File: config.mk
export PLATFORM = sky130hd
export DESIGN_NAME = uart_wishbone_bridge
export DESIGN_NICKNAME = d
export VERILOG_FILES = /design/src/rtl/uart_wishbone_pkg.sv /design/src/rtl/uart_bridge_phy.sv /design/src/rtl/uart_wishbone_bridge.sv
export SDC_FILE = /design/constraint.sdc
export NUM_CORES = 1
export LEC_CHECK = 0
export ABC_CLOCK_PERIOD_IN_PS = 3300
export CAP_MARGIN = 20
export CORE_UTILIZATION = 35
export CTS_CLUSTER_DIAMETER = 50
export DETAILED_ROUTE_END_ITERATION = 16
export DONT_BUFFER_PORTS = 1
export SYNTH_ARGS = -nofsm -noshare
export SYNTH_HDL_FRONTEND = slang
export SYNTH_SLANG_ARGS = --single-unit
File: constraint.sdc
create_clock -name clk -period 3.3 [get_ports clk]
set_input_delay 0.66 -clock clk [delete_from_list [all_inputs] [get_ports clk]]
set_output_delay 0.66 -clock clk [all_outputs]
set_load 0.02 [all_outputs]
File: src/rtl/uart_wishbone_pkg.sv
// Shared constants and state encodings for the UART-to-Wishbone debug bridge.
`timescale 1ns/1ps
package uart_wishbone_pkg;

  localparam logic [7:0] CMD_WRITE = 8'h01;
  localparam logic [7:0] CMD_READ  = 8'h02;

  typedef enum logic [2:0] {
    ST_IDLE,
    ST_LEN,
    ST_ADDR,
    ST_WDATA,
    ST_WB_WRITE,
    ST_WB_READ,
    ST_TX_WORD
  } parser_state_e;

  typedef enum logic [1:0] {
    PH_IDLE,
    PH_START,
    PH_DATA,
    PH_STOP
  } bit_phase_e;

endpackage

File: src/rtl/uart_bridge_phy.sv
// UART byte PHY: synchronised mid-bit RX sampler and TX shifter, 8N1, CLK_DIV clocks per bit.
`timescale 1ns/1ps
module uart_bridge_phy
  import uart_wishbone_pkg::*;
#(
  parameter int CLK_DIV = 217
) (
  input  logic       clk,
  input  logic       rst_n,
  input  logic       uart_rx,
  output logic       uart_tx,
  output logic [7:0] rx_data,
  output logic       rx_valid,
  output logic       frame_err,
  input  logic [7:0] tx_data,
  input  logic       tx_valid,
  output logic       tx_ready
);

  localparam int CW = $clog2(CLK_DIV);
  localparam logic [CW-1:0] LAST = CW'(CLK_DIV - 1);
  localparam logic [CW-1:0] HALF = CW'(CLK_DIV / 2 - 1);

  logic          rx_meta_q, rx_sync_q, rx_prev_q;
  bit_phase_e    rx_phase_q;
  logic [CW-1:0] rx_cnt_q;
  logic [2:0]    rx_bit_q;
  logic [7:0]    rx_shift_q, rx_data_q;
  logic          rx_valid_q, frame_err_q;

  bit_phase_e    tx_phase_q;
  logic [CW-1:0] tx_cnt_q;
  logic [2:0]    tx_bit_q;
  logic [7:0]    tx_shift_q;
  logic          tx_q;

  always_ff @(posedge clk or negedge rst_n) begin
    if (!rst_n) begin
      rx_meta_q   <= 1'b1;
      rx_sync_q   <= 1'b1;
      rx_prev_q   <= 1'b1;
      rx_phase_q  <= PH_IDLE;
      rx_cnt_q    <= '0;
      rx_bit_q    <= '0;
      rx_shift_q  <= '0;
      rx_data_q   <= '0;
      rx_valid_q  <= 1'b0;
      frame_err_q <= 1'b0;
    end else begin
      rx_meta_q   <= uart_rx;
      rx_sync_q   <= rx_meta_q;
      rx_prev_q   <= rx_sync_q;
      rx_valid_q  <= 1'b0;
      frame_err_q <= 1'b0;
      case (rx_phase_q)
        PH_IDLE: begin
          if (rx_prev_q && !rx_sync_q) begin
            rx_phase_q <= PH_START;
            rx_cnt_q   <= '0;
          end
        end
        PH_START: begin
          // A start bit that is high again at its midpoint was only a glitch.
          if (rx_cnt_q == HALF) begin
            rx_cnt_q   <= '0;
            rx_bit_q   <= '0;
            rx_phase_q <= rx_sync_q ? PH_IDLE : PH_DATA;
          end else begin
            rx_cnt_q <= rx_cnt_q + 1'b1;
          end
        end
        PH_DATA: begin
          if (rx_cnt_q == LAST) begin
            rx_cnt_q   <= '0;
            rx_shift_q <= {rx_sync_q, rx_shift_q[7:1]};
            rx_bit_q   <= rx_bit_q + 1'b1;
            if (rx_bit_q == 3'd7) rx_phase_q <= PH_STOP;
          end else begin
            rx_cnt_q <= rx_cnt_q + 1'b1;
          end
        end
        PH_STOP: begin
          if (rx_cnt_q == LAST) begin
            rx_cnt_q   <= '0;
            rx_phase_q <= PH_IDLE;
            if (rx_sync_q) begin
              rx_data_q  <= rx_shift_q;
              rx_valid_q <= 1'b1;
            end else begin
              frame_err_q <= 1'b1;
            end
          end else begin
            rx_cnt_q <= rx_cnt_q + 1'b1;
          end
        end
        default: rx_phase_q <= PH_IDLE;
      endcase
    end
  end

  always_ff @(posedge clk or negedge rst_n) begin
    if (!rst_n) begin
      tx_phase_q <= PH_IDLE;
      tx_cnt_q   <= '0;
      tx_bit_q   <= '0;
      tx_shift_q <= '0;
      tx_q       <= 1'b1;
    end else begin
      case (tx_phase_q)
        PH_IDLE: begin
          if (tx_valid) begin
            tx_shift_q <= tx_data;
            tx_q       <= 1'b0;
            tx_cnt_q   <= '0;
            tx_phase_q <= PH_START;
          end
        end
        PH_START: begin
          if (tx_cnt_q == LAST) begin
            tx_cnt_q   <= '0;
            tx_bit_q   <= '0;
            tx_q       <= tx_shift_q[0];
            tx_shift_q <= {1'b0, tx_shift_q[7:1]};
            tx_phase_q <= PH_DATA;
          end else begin
            tx_cnt_q <= tx_cnt_q + 1'b1;
          end
        end
        PH_DATA: begin
          if (tx_cnt_q == LAST) begin
            tx_cnt_q <= '0;
            if (tx_bit_q == 3'd7) begin
              tx_q       <= 1'b1;
              tx_phase_q <= PH_STOP;
            end else begin
              tx_q       <= tx_shift_q[0];
              tx_shift_q <= {1'b0, tx_shift_q[7:1]};
              tx_bit_q   <= tx_bit_q + 1'b1;
            end
          end else begin
            tx_cnt_q <= tx_cnt_q + 1'b1;
          end
        end
        PH_STOP: begin
          if (tx_cnt_q == LAST) begin
            tx_cnt_q   <= '0;
            tx_phase_q <= PH_IDLE;
          end else begin
            tx_cnt_q <= tx_cnt_q + 1'b1;
          end
        end
        default: tx_phase_q <= PH_IDLE;
      endcase
    end
  end

  assign uart_tx   = tx_q;
  assign tx_ready  = (tx_phase_q == PH_IDLE);
  assign rx_data   = rx_data_q;
  assign rx_valid  = rx_valid_q;
  assign frame_err = frame_err_q;

endmodule

File: src/rtl/uart_wishbone_bridge.sv
// Host debug bridge: parses UART command frames into single 32-bit Wishbone
// master cycles and streams read data back MSB byte first.
`timescale 1ns/1ps
module uart_wishbone_bridge
  import uart_wishbone_pkg::*;
#(
  parameter int CLK_DIV        = 217,
  parameter int TIMEOUT_CYCLES = 1000000,
  parameter int ADDR_WIDTH     = 30
) (
  input  logic                  clk,
  input  logic                  rst_n,
  input  logic                  uart_rx,
  output logic                  uart_tx,
  output logic                  wb_cyc,
  output logic                  wb_stb,
  output logic                  wb_we,
  output logic [ADDR_WIDTH-1:0] wb_adr,
  output logic [31:0]           wb_dat_w,
  output logic [3:0]            wb_sel,
  input  logic [31:0]           wb_dat_r,
  input  logic                  wb_ack,
  input  logic                  wb_err,
  output logic                  busy,
  output logic                  frame_err
);

  logic [7:0] rx_data;
  logic       rx_valid, tx_ready;

  parser_state_e         state_q;
  logic                  is_read_q;
  logic [7:0]            len_q;
  logic [1:0]            byte_cnt_q;
  logic [23:0]           addr_shift_q, wdata_q;
  logic [31:0]           rdata_q;
  logic                  wb_cyc_q, wb_stb_q, wb_we_q;
  logic [ADDR_WIDTH-1:0] wb_adr_q;
  logic [31:0]           wb_dat_w_q;
  logic [3:0]            wb_sel_q;
  logic [7:0]            tx_data_q;
  logic                  tx_valid_q;
  logic [31:0]           timer_q, timer_d;
  logic                  in_rx_state, timeout_hit;

  uart_bridge_phy #(.CLK_DIV(CLK_DIV)) u_phy (
    .clk       (clk),
    .rst_n     (rst_n),
    .uart_rx   (uart_rx),
    .uart_tx   (uart_tx),
    .rx_data   (rx_data),
    .rx_valid  (rx_valid),
    .frame_err (frame_err),
    .tx_data   (tx_data_q),
    .tx_valid  (tx_valid_q),
    .tx_ready  (tx_ready)
  );

  // Bus and TX progress only happen outside the byte-receiving states, so
  // holding the timer at zero there covers those restart events.
  assign in_rx_state = state_q inside {ST_LEN, ST_ADDR, ST_WDATA};
  assign timer_d     = timer_q + 32'd1;
  assign timeout_hit = (TIMEOUT_CYCLES != 0) && in_rx_state && !rx_valid &&
                       (timer_d == 32'(TIMEOUT_CYCLES));

  always_ff @(posedge clk or negedge rst_n) begin
    if (!rst_n) begin
      state_q      <= ST_IDLE;
      is_read_q    <= 1'b0;
      len_q        <= '0;
      byte_cnt_q   <= '0;
      addr_shift_q <= '0;
      wdata_q      <= '0;
      rdata_q      <= '0;
      wb_cyc_q     <= 1'b0;
      wb_stb_q     <= 1'b0;
      wb_we_q      <= 1'b0;
      wb_adr_q     <= '0;
      wb_dat_w_q   <= '0;
      wb_sel_q     <= '0;
      tx_data_q    <= '0;
      tx_valid_q   <= 1'b0;
      timer_q      <= '0;
    end else begin
      timer_q <= (rx_valid || !in_rx_state) ? '0 : timer_d;
      if (timeout_hit) begin
        state_q <= ST_IDLE;
      end else begin
        case (state_q)
          ST_IDLE: begin
            if (rx_valid && (rx_data == CMD_WRITE || rx_data == CMD_READ)) begin
              is_read_q <= (rx_data == CMD_READ);
              state_q   <= ST_LEN;
            end
          end
          ST_LEN: begin
            if (rx_valid) begin
              len_q      <= rx_data;
              byte_cnt_q <= '0;
              state_q    <= ST_ADDR;
            end
          end
          ST_ADDR: begin
            if (rx_valid) begin
              addr_shift_q <= {addr_shift_q[15:0], rx_data};
              byte_cnt_q   <= byte_cnt_q + 1'b1;
              if (byte_cnt_q == 2'd3) begin
                wb_adr_q <= ADDR_WIDTH'({addr_shift_q, rx_data});
                if (len_q == 8'd0) begin
                  state_q <= ST_IDLE;
                end else if (is_read_q) begin
                  wb_cyc_q <= 1'b1;
                  wb_stb_q <= 1'b1;
                  wb_we_q  <= 1'b0;
                  wb_sel_q <= 4'hF;
                  state_q  <= ST_WB_READ;
                end else begin
                  state_q <= ST_WDATA;
                end
              end
            end
          end
          ST_WDATA: begin
            if (rx_valid) begin
              wdata_q    <= {wdata_q[15:0], rx_data};
              byte_cnt_q <= byte_cnt_q + 1'b1;
              if (byte_cnt_q == 2'd3) begin
                wb_dat_w_q <= {wdata_q, rx_data};
                wb_cyc_q   <= 1'b1;
                wb_stb_q   <= 1'b1;
                wb_we_q    <= 1'b1;
                wb_sel_q   <= 4'hF;
                state_q    <= ST_WB_WRITE;
              end
            end
          end
          ST_WB_WRITE: begin
            if (wb_ack || wb_err) begin
              wb_cyc_q <= 1'b0;
              wb_stb_q <= 1'b0;
              wb_we_q  <= 1'b0;
              wb_sel_q <= '0;
              wb_adr_q <= wb_adr_q + 1'b1;
              len_q    <= len_q - 1'b1;
              state_q  <= (len_q == 8'd1) ? ST_IDLE : ST_WDATA;
            end
          end
          ST_WB_READ: begin
            if (wb_ack || wb_err) begin
              wb_cyc_q   <= 1'b0;
              wb_stb_q   <= 1'b0;
              wb_sel_q   <= '0;
              rdata_q    <= wb_err ? 32'h0 : wb_dat_r;
              wb_adr_q   <= wb_adr_q + 1'b1;
              len_q      <= len_q - 1'b1;
              byte_cnt_q <= '0;
              state_q    <= ST_TX_WORD;
            end
          end
          ST_TX_WORD: begin
            // tx_valid_q drops on the handshake edge; the PHY is then busy,
            // so the next byte is only offered once the line frees up.
            if (tx_valid_q) begin
              if (tx_ready) begin
                tx_valid_q <= 1'b0;
                byte_cnt_q <= byte_cnt_q + 1'b1;
                if (byte_cnt_q == 2'd3) begin
                  if (len_q == 8'd0) begin
                    state_q <= ST_IDLE;
                  end else begin
                    wb_cyc_q <= 1'b1;
                    wb_stb_q <= 1'b1;
                    wb_we_q  <= 1'b0;
                    wb_sel_q <= 4'hF;
                    state_q  <= ST_WB_READ;
                  end
                end
              end
            end else if (tx_ready) begin
              tx_data_q  <= rdata_q[31:24];
              rdata_q    <= {rdata_q[23:0], 8'h00};
              tx_valid_q <= 1'b1;
            end
          end
          default: state_q <= ST_IDLE;
        endcase
      end
    end
  end

  assign wb_cyc   = wb_cyc_q;
  assign wb_stb   = wb_stb_q;
  assign wb_we    = wb_we_q;
  assign wb_adr   = wb_adr_q;
  assign wb_dat_w = wb_dat_w_q;
  assign wb_sel   = wb_sel_q;
  assign busy     = (state_q != ST_IDLE);

endmodule

==> results.toml, run 1 <==
[logic_synthesis]
synth-edff-count = 0
avgSynthCellArea_um2 = 10.1
synthFlopType = "dfrtp_1"
ys_seq_elements = 253
muxShareOfSynthArea_pct = 10.3
yosysWarningCount = 0
synth_top_cells_by_area = "dfrtp_1, mux2_2, o21ai_0"
synth_fa_ha_area_share_pct = 2.37
synth_cell_type_count = 65
synth_common_cells = "dfrtp_1, nand2_1, o21ai_0"
synth_compound_area_share_pct = 12.9
synth_top_cell_area_share_pct = 51.3
netlist_area_um2 = 12200
yosysMostFrequentCell = "dfrtp_1"
synth_top_cell_by_area = "dfrtp_1"
synthArstFlopShare_pct = 100
synth_simple_gate_area_share_pct = 16.2
syn_nets = 1258
ys_seq_area_share_pct = 52.1
synth-xor-area-share_pct = 2.81
synth_top_family_by_area = "simple AND/OR/NAND/NOR gates"
synth_cells = 1198

[global_routing]
grt_pass1_wl_um = 44600
grt_overflow = 0
grt_pass1_vias = 8490
grt_max_degree = 254
antenna_found_initial = 0
grt_usage_pct = 15.2

[critical_path]
r2r_end = "wb_adr[23]$_DFFE_PN0P_"
cp_max_fo = 8
crit_start = "wb_adr[7]$_DFFE_PN0P_"
r2r_slack_ps = 590
cp-end-kind = "flip-flop"
critPathKind = "reg2reg"
rr_startpoint = "wb_adr[7]$_DFFE_PN0P_"
required_ps = 3680
rr_worst_depth = 7
startpoint_type = "flip-flop"
worstPathArrival_ps = 3090

[routing]
drtIter0Drc = 699
drt-pass1-iter-count = 5
avgViaCountPerCell = 5.27
ant_nets = 0
avgRoutedWirePerCell_um = 16.2
vias = 8724
drc = 0
finalWirelength_um = 26800

[finish]
insertedDiodeCount = 0
drive_above_1_share_pct = 16.3
seq_area_um2 = 6340
synthToLayoutAreaGrowth_pct = 14.0
multi_input_area_um2 = 5440
fill_cells = 3293
nNetsFinal = 1242

[clock_tree]
clock_sinks = 253
cts_tree = "built"
clk_pin_slew_ps = 60
post_cts_buffers = 0
cts-root-buf = "clkbuf_16"
clock_path_buffers = 3
ctsResizeCount = 0
clkLatencyLatePin_ps = 500
numCtsBuffers = 34
htree_levels = 2

[sta]
fin_skew_ps = 14.3
finalSetupTns_ps = 0
period_needed_ps = 2710
fmax_mhz = 370
drv_slew = 0
rsz0062_at_grt = "no"
fin_crit_sh_pct = 82.0
finalHoldViolations = 249
whs_ps = -142
slew_headroom_pct = 41.8
worst-slew-pin-transition_ps = 872
final-setup-viol-count = 0

[floorplan]
ioPinCount = 109
die_area_um2 = 35500
die_w_um = 188
core_um2 = 33900
initial_utilization_pct = 35.9
die_h_um = 188
num_rows = 67

[placed_design]
place.gp.congestion = 0.805
dpl.hpwl_um = 17500
io_buffers = 0

[power_and_ir_drop]
p_leak_nw = 6.18
p_per_area_nw_per_um2 = 540
vdd_drop_max_uv = 438

[status]
run_status = "complete, but fails checks"
violations = "hold timing"

[hold_path]
min-delay-path-class = "in2async"

[job]
drv_cap = 0
==> cell type report <==
type	instances	share of cell area (%)
Sequential cell	253	45.8
Clock inverter	16	1.67
Inverter	24	0.651
Multi-Input combinational cell	851	39.3
Tap cell	448	4.05
Clock buffer	46	7.51
Timing Repair Buffer	18	1.07
==> logic make-up after synthesis <==
kind of cell	Yosys count
simple gates	402
compound gates	275
flops	253
mux	112
buf+inv	94
xor+xnor	39
fa+ha+maj	23
==> where the power goes <==
| group | internal [mW] | leakage, nW | switching, mW | total (mW) |
|---|---|---|---|---|
| Combinational | 0.123 | 2.08 | 0.173 | 0.296 |
| Sequential | 3.14 | 3.48 | 0.0341 | 3.18 |
| Clock | 2.62 | 0.619 | 1.39 | 4.01 |
| Total | 5.88 | 6.18 | 1.60 | 7.48 |
==> critical path, cell delays in order (launching register included) <==
cell and delay (ps):
dfrtp_1 620, and4_1 340, and4_1 300, nand3_1 180, nor4_2 520, and3_1 300
a31oi_1 110, o22a_1 200
==> layer usage <==
layer	vias to the layer above	track usage, %	share of wire (%)
li1	4233	-	-
met1	4277	19.8	45
met2	178	24.5	47
met3	36	4.53	6.3
met4	0	4.40	1.8
met5	-	0	0
==> how the worst max path moves through the flow <==
stage | end | cells after the start
4_1_cts | state_q[1]$_DFFE_PN0P_ | 7
2_1_floorplan | state_q[1]$_DFFE_PN0P_ | 9
3_5_place_dp | state_q[1]$_DFFE_PN0P_ | 7
6_report | wb_adr[23]$_DFFE_PN0P_ | 7
3_3_place_gp | state_q[0]$_DFFE_PN0P_ | 7
5_1_grt | state_q[0]$_DFFE_PN0P_ | 7
==> sequential cells by signal (all words and copies together), names as in the netlist, 2 cells and up, named ones only <==
| name | flops |
|---|---|
| u_phy.tx_bit_q | 3 |
| u_phy.tx_phase_q | 2 |
| u_phy.tx_shift_q | 8 |
| u_phy.rx_shift_q | 8 |
| timer_q | 32 |
| wdata_q | 24 |
| u_phy.rx_bit_q | 3 |
| wb_adr | 30 |
| tx_data_q | 8 |
| addr_shift_q | 22 |
| u_phy.tx_cnt_q | 8 |
| u_phy.rx_data | 8 |
| state_q | 3 |
| wb_dat_w | 32 |
| len_q | 8 |
| byte_cnt_q | 2 |
| rdata_q | 32 |
| u_phy.rx_cnt_q | 8 |
==> layout by cell type (no fill, tap or decap), types with 6 or more instances in the layout <==
cell type	instances
a21oi_1	93
a31oi_1	7
and3_1	14
and4_1	6
buf_4	17
clkbuf_16	37
clkbuf_8	8
dfrtp_1	249
ha_1	23
inv_1	24
mux2_2	104
mux2i_1	8
nand2_1	128
nand2b_1	10
nand3_1	38
nand4_1	18
nor2_1	91
nor3_1	27
nor3b_1	25
nor4_1	11
o21ai_0	108
o22a_1	7
o22ai_1	13
or3_1	6
xnor2_1	23
xor2_1	16
==> metrics by stage <==
step                      utilization [%]  instances  cell area (µm²)  setup slack [ps]  power [mW]
final                                40.9       1656            13800               594        7.48
after global routing                 40.9       1656            13800               328        7.76
after CTS                            40.9       1656            13800               614        7.58
after detailed placement             37.1       1594            12600               635        3.53
after global placement               37.1       1594            12600               667        3.52
after floorplan                         -       1198            12200               943        3.47
(Power assumes the default switching activity.)
==> run 2, diff against run 1 <==
--- a/config.mk
+++ b/config.mk
@@ -5,7 +5,7 @@
 export SDC_FILE = /design/constraint.sdc
 export NUM_CORES = 1
 export LEC_CHECK = 0
-export ABC_CLOCK_PERIOD_IN_PS = 3300
+export ABC_CLOCK_PERIOD_IN_PS = 2300
 export CAP_MARGIN = 20
 export CORE_UTILIZATION = 35
 export CTS_CLUSTER_DIAMETER = 50
==> constraint.sdc (replaced) <==
create_clock -name clk -period 2.3 [get_ports clk]
set_input_delay 0.46 -clock clk [delete_from_list [all_inputs] [get_ports clk]]
set_output_delay 0.46 -clock clk [all_outputs]
set_load 0.02 [all_outputs]
==> run 2 against run 1 <==
  * The flow finishes with violations (hold timing, setup timing)
  * Via count is 4.3% higher
  * Fmax rose by 16%
  * Utilization grew 1.5 points
  * Sequential share of layout area shrank 1.6 points
  * Routed wire length is 5.4% higher
  * Hold slack got worse by 270 ps
  * Sequential power grew 43%
  * Combinational power rose by 51%
  * Critical path type unchanged
==> results.toml, run 2 (synthesized netlist as in run 1, its figures left out) <==
[job]
drv_cap = 0

[finish]
fin_util_pct = 42.4
synthToLayoutAreaGrowth_pct = 18.2
nNetsFinal = 1316
seq_area_um2 = 6340
fin_cells = 1730
fill_cells = 3286
drive_above_1_share_pct = 21.6
layout_commonest_cell = "dfrtp_1"
multi_input_area_um2 = 5590
layout_common_cells = "dfrtp_1, nand2_1, o21ai_0"

[critical_path]
r2r_slack_ps = -30
critPathKind = "reg2reg"
rr_startpoint = "timer_q[4]$_DFF_PN0_"
cp-end-kind = "flip-flop"
r2r_end = "state_q[1]$_DFFE_PN0P_"
cp-endpoint = "state_q[1]$_DFFE_PN0P_"
crit_chain = "nand4_1 > or4_4 > or4_4 > o31ai_4 > o2111ai_2 > o41ai_2 > a21oi_1"
critPathMaxStageDelay_ps = 570
timing.critical_path.mode_cell = "or4_4"
worstPathArrival_ps = 2760
cp.buffers_inverters = 0
required_ps = 2730
startpoint_type = "flip-flop"
cpMaxStageDelayCell = "or4_4"
critical_path.top_delay_family = "simple AND/OR/NAND/NOR gates"
rr_worst_depth = 7
crit_start = "timer_q[4]$_DFF_PN0_"
cp_max_fo = 3
cp.depth = 7

[routing]
avgViaCountPerCell = 5.26
drc = 0
ant_nets = 0
vias = 9095
drtIter0Drc = 648
avgRoutedWirePerCell_um = 16.3
finalWirelength_um = 28200
drt-pass1-iter-count = 5

[global_routing]
grt_max_degree = 254
grt_pass1_wl_um = 47500
grt_overflow = 0
antenna_found_initial = 1
grt_pass1_vias = 9027
grt_usage_pct = 16.1

[status]
violations = "hold timing, setup timing"
run_status = "complete, but fails checks"

[clock_tree]
clock_path_buffers = 3
clk_pin_slew_ps = 60
clock_sinks = 253
cts-root-buf = "clkbuf_16"
clkLatencyLatePin_ps = 560
htree_levels = 1
ctsHoldBuffers = 1
cts_tree = "built"
numCtsBuffers = 31

[sta]
fmax_mhz = 429
finalSetupTns_ps = -31.5
drv_slew = 0
period_needed_ps = 2330
final-setup-viol-count = 1
whs_ps = -407
finalHoldViolations = 250
slew_headroom_pct = 62.3
worst-slew-pin-transition_ps = 560
fin_crit_sh_pct = 101
fin_ws_ps = -31.5
fin_skew_ps = 15.0
rsz0062_at_grt = "yes"

[placed_design]
place.gp.congestion = 0.866
io_buffers = 0
dpl.hpwl_um = 18600
dp_cells = 1658

[power_and_ir_drop]
vdd_drop_max_uv = 744
p_per_area_nw_per_um2 = 691
p_total_mw = 9.93
p_leak_nw = 6.57

[floorplan]
die_area_um2 = 35500
ioPinCount = 109
die_w_um = 188
initial_utilization_pct = 35.9
core_um2 = 33900
die_h_um = 188
num_rows = 67

[hold_path]
min-delay-path-class = "in2async"
run 2: worst min path at each step:
stage / startpoint / to / slack [ps] / depth (start not counted)
3_3_place_gp: rst_n / rdata_q[16]$_DFFE_PN0P_ / 190 / 0
3_5_place_dp: rst_n / rdata_q[16]$_DFFE_PN0P_ / 190 / 0
4_1_cts: rst_n / rdata_q[16]$_DFFE_PN0P_ / -420 / 0
5_1_grt: rst_n / rdata_q[16]$_DFFE_PN0P_ / -430 / 0
2_1_floorplan: rst_n / asynchronous set/reset pin / 160 / 0
6_report: rst_n / rdata_q[16]$_DFFE_PN0P_ / -410 / 0
run 2: through the flow:
| step | area [µm²] | hold slack [ps] | setup WS, ps |
|---|---|---|---|
| after floorplan | 12200 | 164 | -21.3 |
| after global placement | 13100 | 188 | -29.5 |
| after detailed placement | 13100 | 189 | -101 |
| after CTS | 14200 | -417 | -10.2 |
| after global routing | 14400 | -434 | -155 |
| final | 14400 | -407 | -31.5 |
run 2: layout make-up:
| cell class | count | area share (%) |
|---|---|---|
| sequential | 253 | 44.1 |
| multi-input combinational | 851 | 38.9 |
| clock buffer | 42 | 5.83 |
| timing repair buffer | 95 | 5.21 |
| tap | 448 | 3.90 |
| clock inverter | 16 | 1.39 |
| inverter | 24 | 0.627 |
| antenna | 1 | 0.0174 |
run 2: per-layer routing:
| metal | track usage [%] | wire [µm] |
|---|---|---|
| met1 | 21.1 | 12400 |
| met2 | 26.2 | 13400 |
| met3 | 3.93 | 1760 |
| met4 | 4.90 | 703 |
| met5 | 0 | 0 |
run 2: where the power goes:
part | total, mW | switching, mW | internal [mW] | leakage [nW]
Clock | 4.92 | 1.99 | 2.93 | 0.506
Sequential | 4.56 | 0.0507 | 4.51 | 3.48
Combinational | 0.448 | 0.250 | 0.198 | 2.58
Total | 9.93 | 2.29 | 7.64 | 6.57
run 2: worst register-to-register path: stages (launching register included):
cell	delay, ps
dfrtp_1	380
nand4_1	130
or4_4	570
or4_4	450
o31ai_4	70
o2111ai_2	160
o41ai_2	350
a21oi_1	100
run 2: what timing repair did:
item / 4_1_cts / 5_1_grt
endpoints found under the hold margin: 254 / 253
resized for setup: 9 / 16
pin swaps: 5 / 8
endpoints found under the setup margin: 2 / 17
buffers inserted: 9 / 3
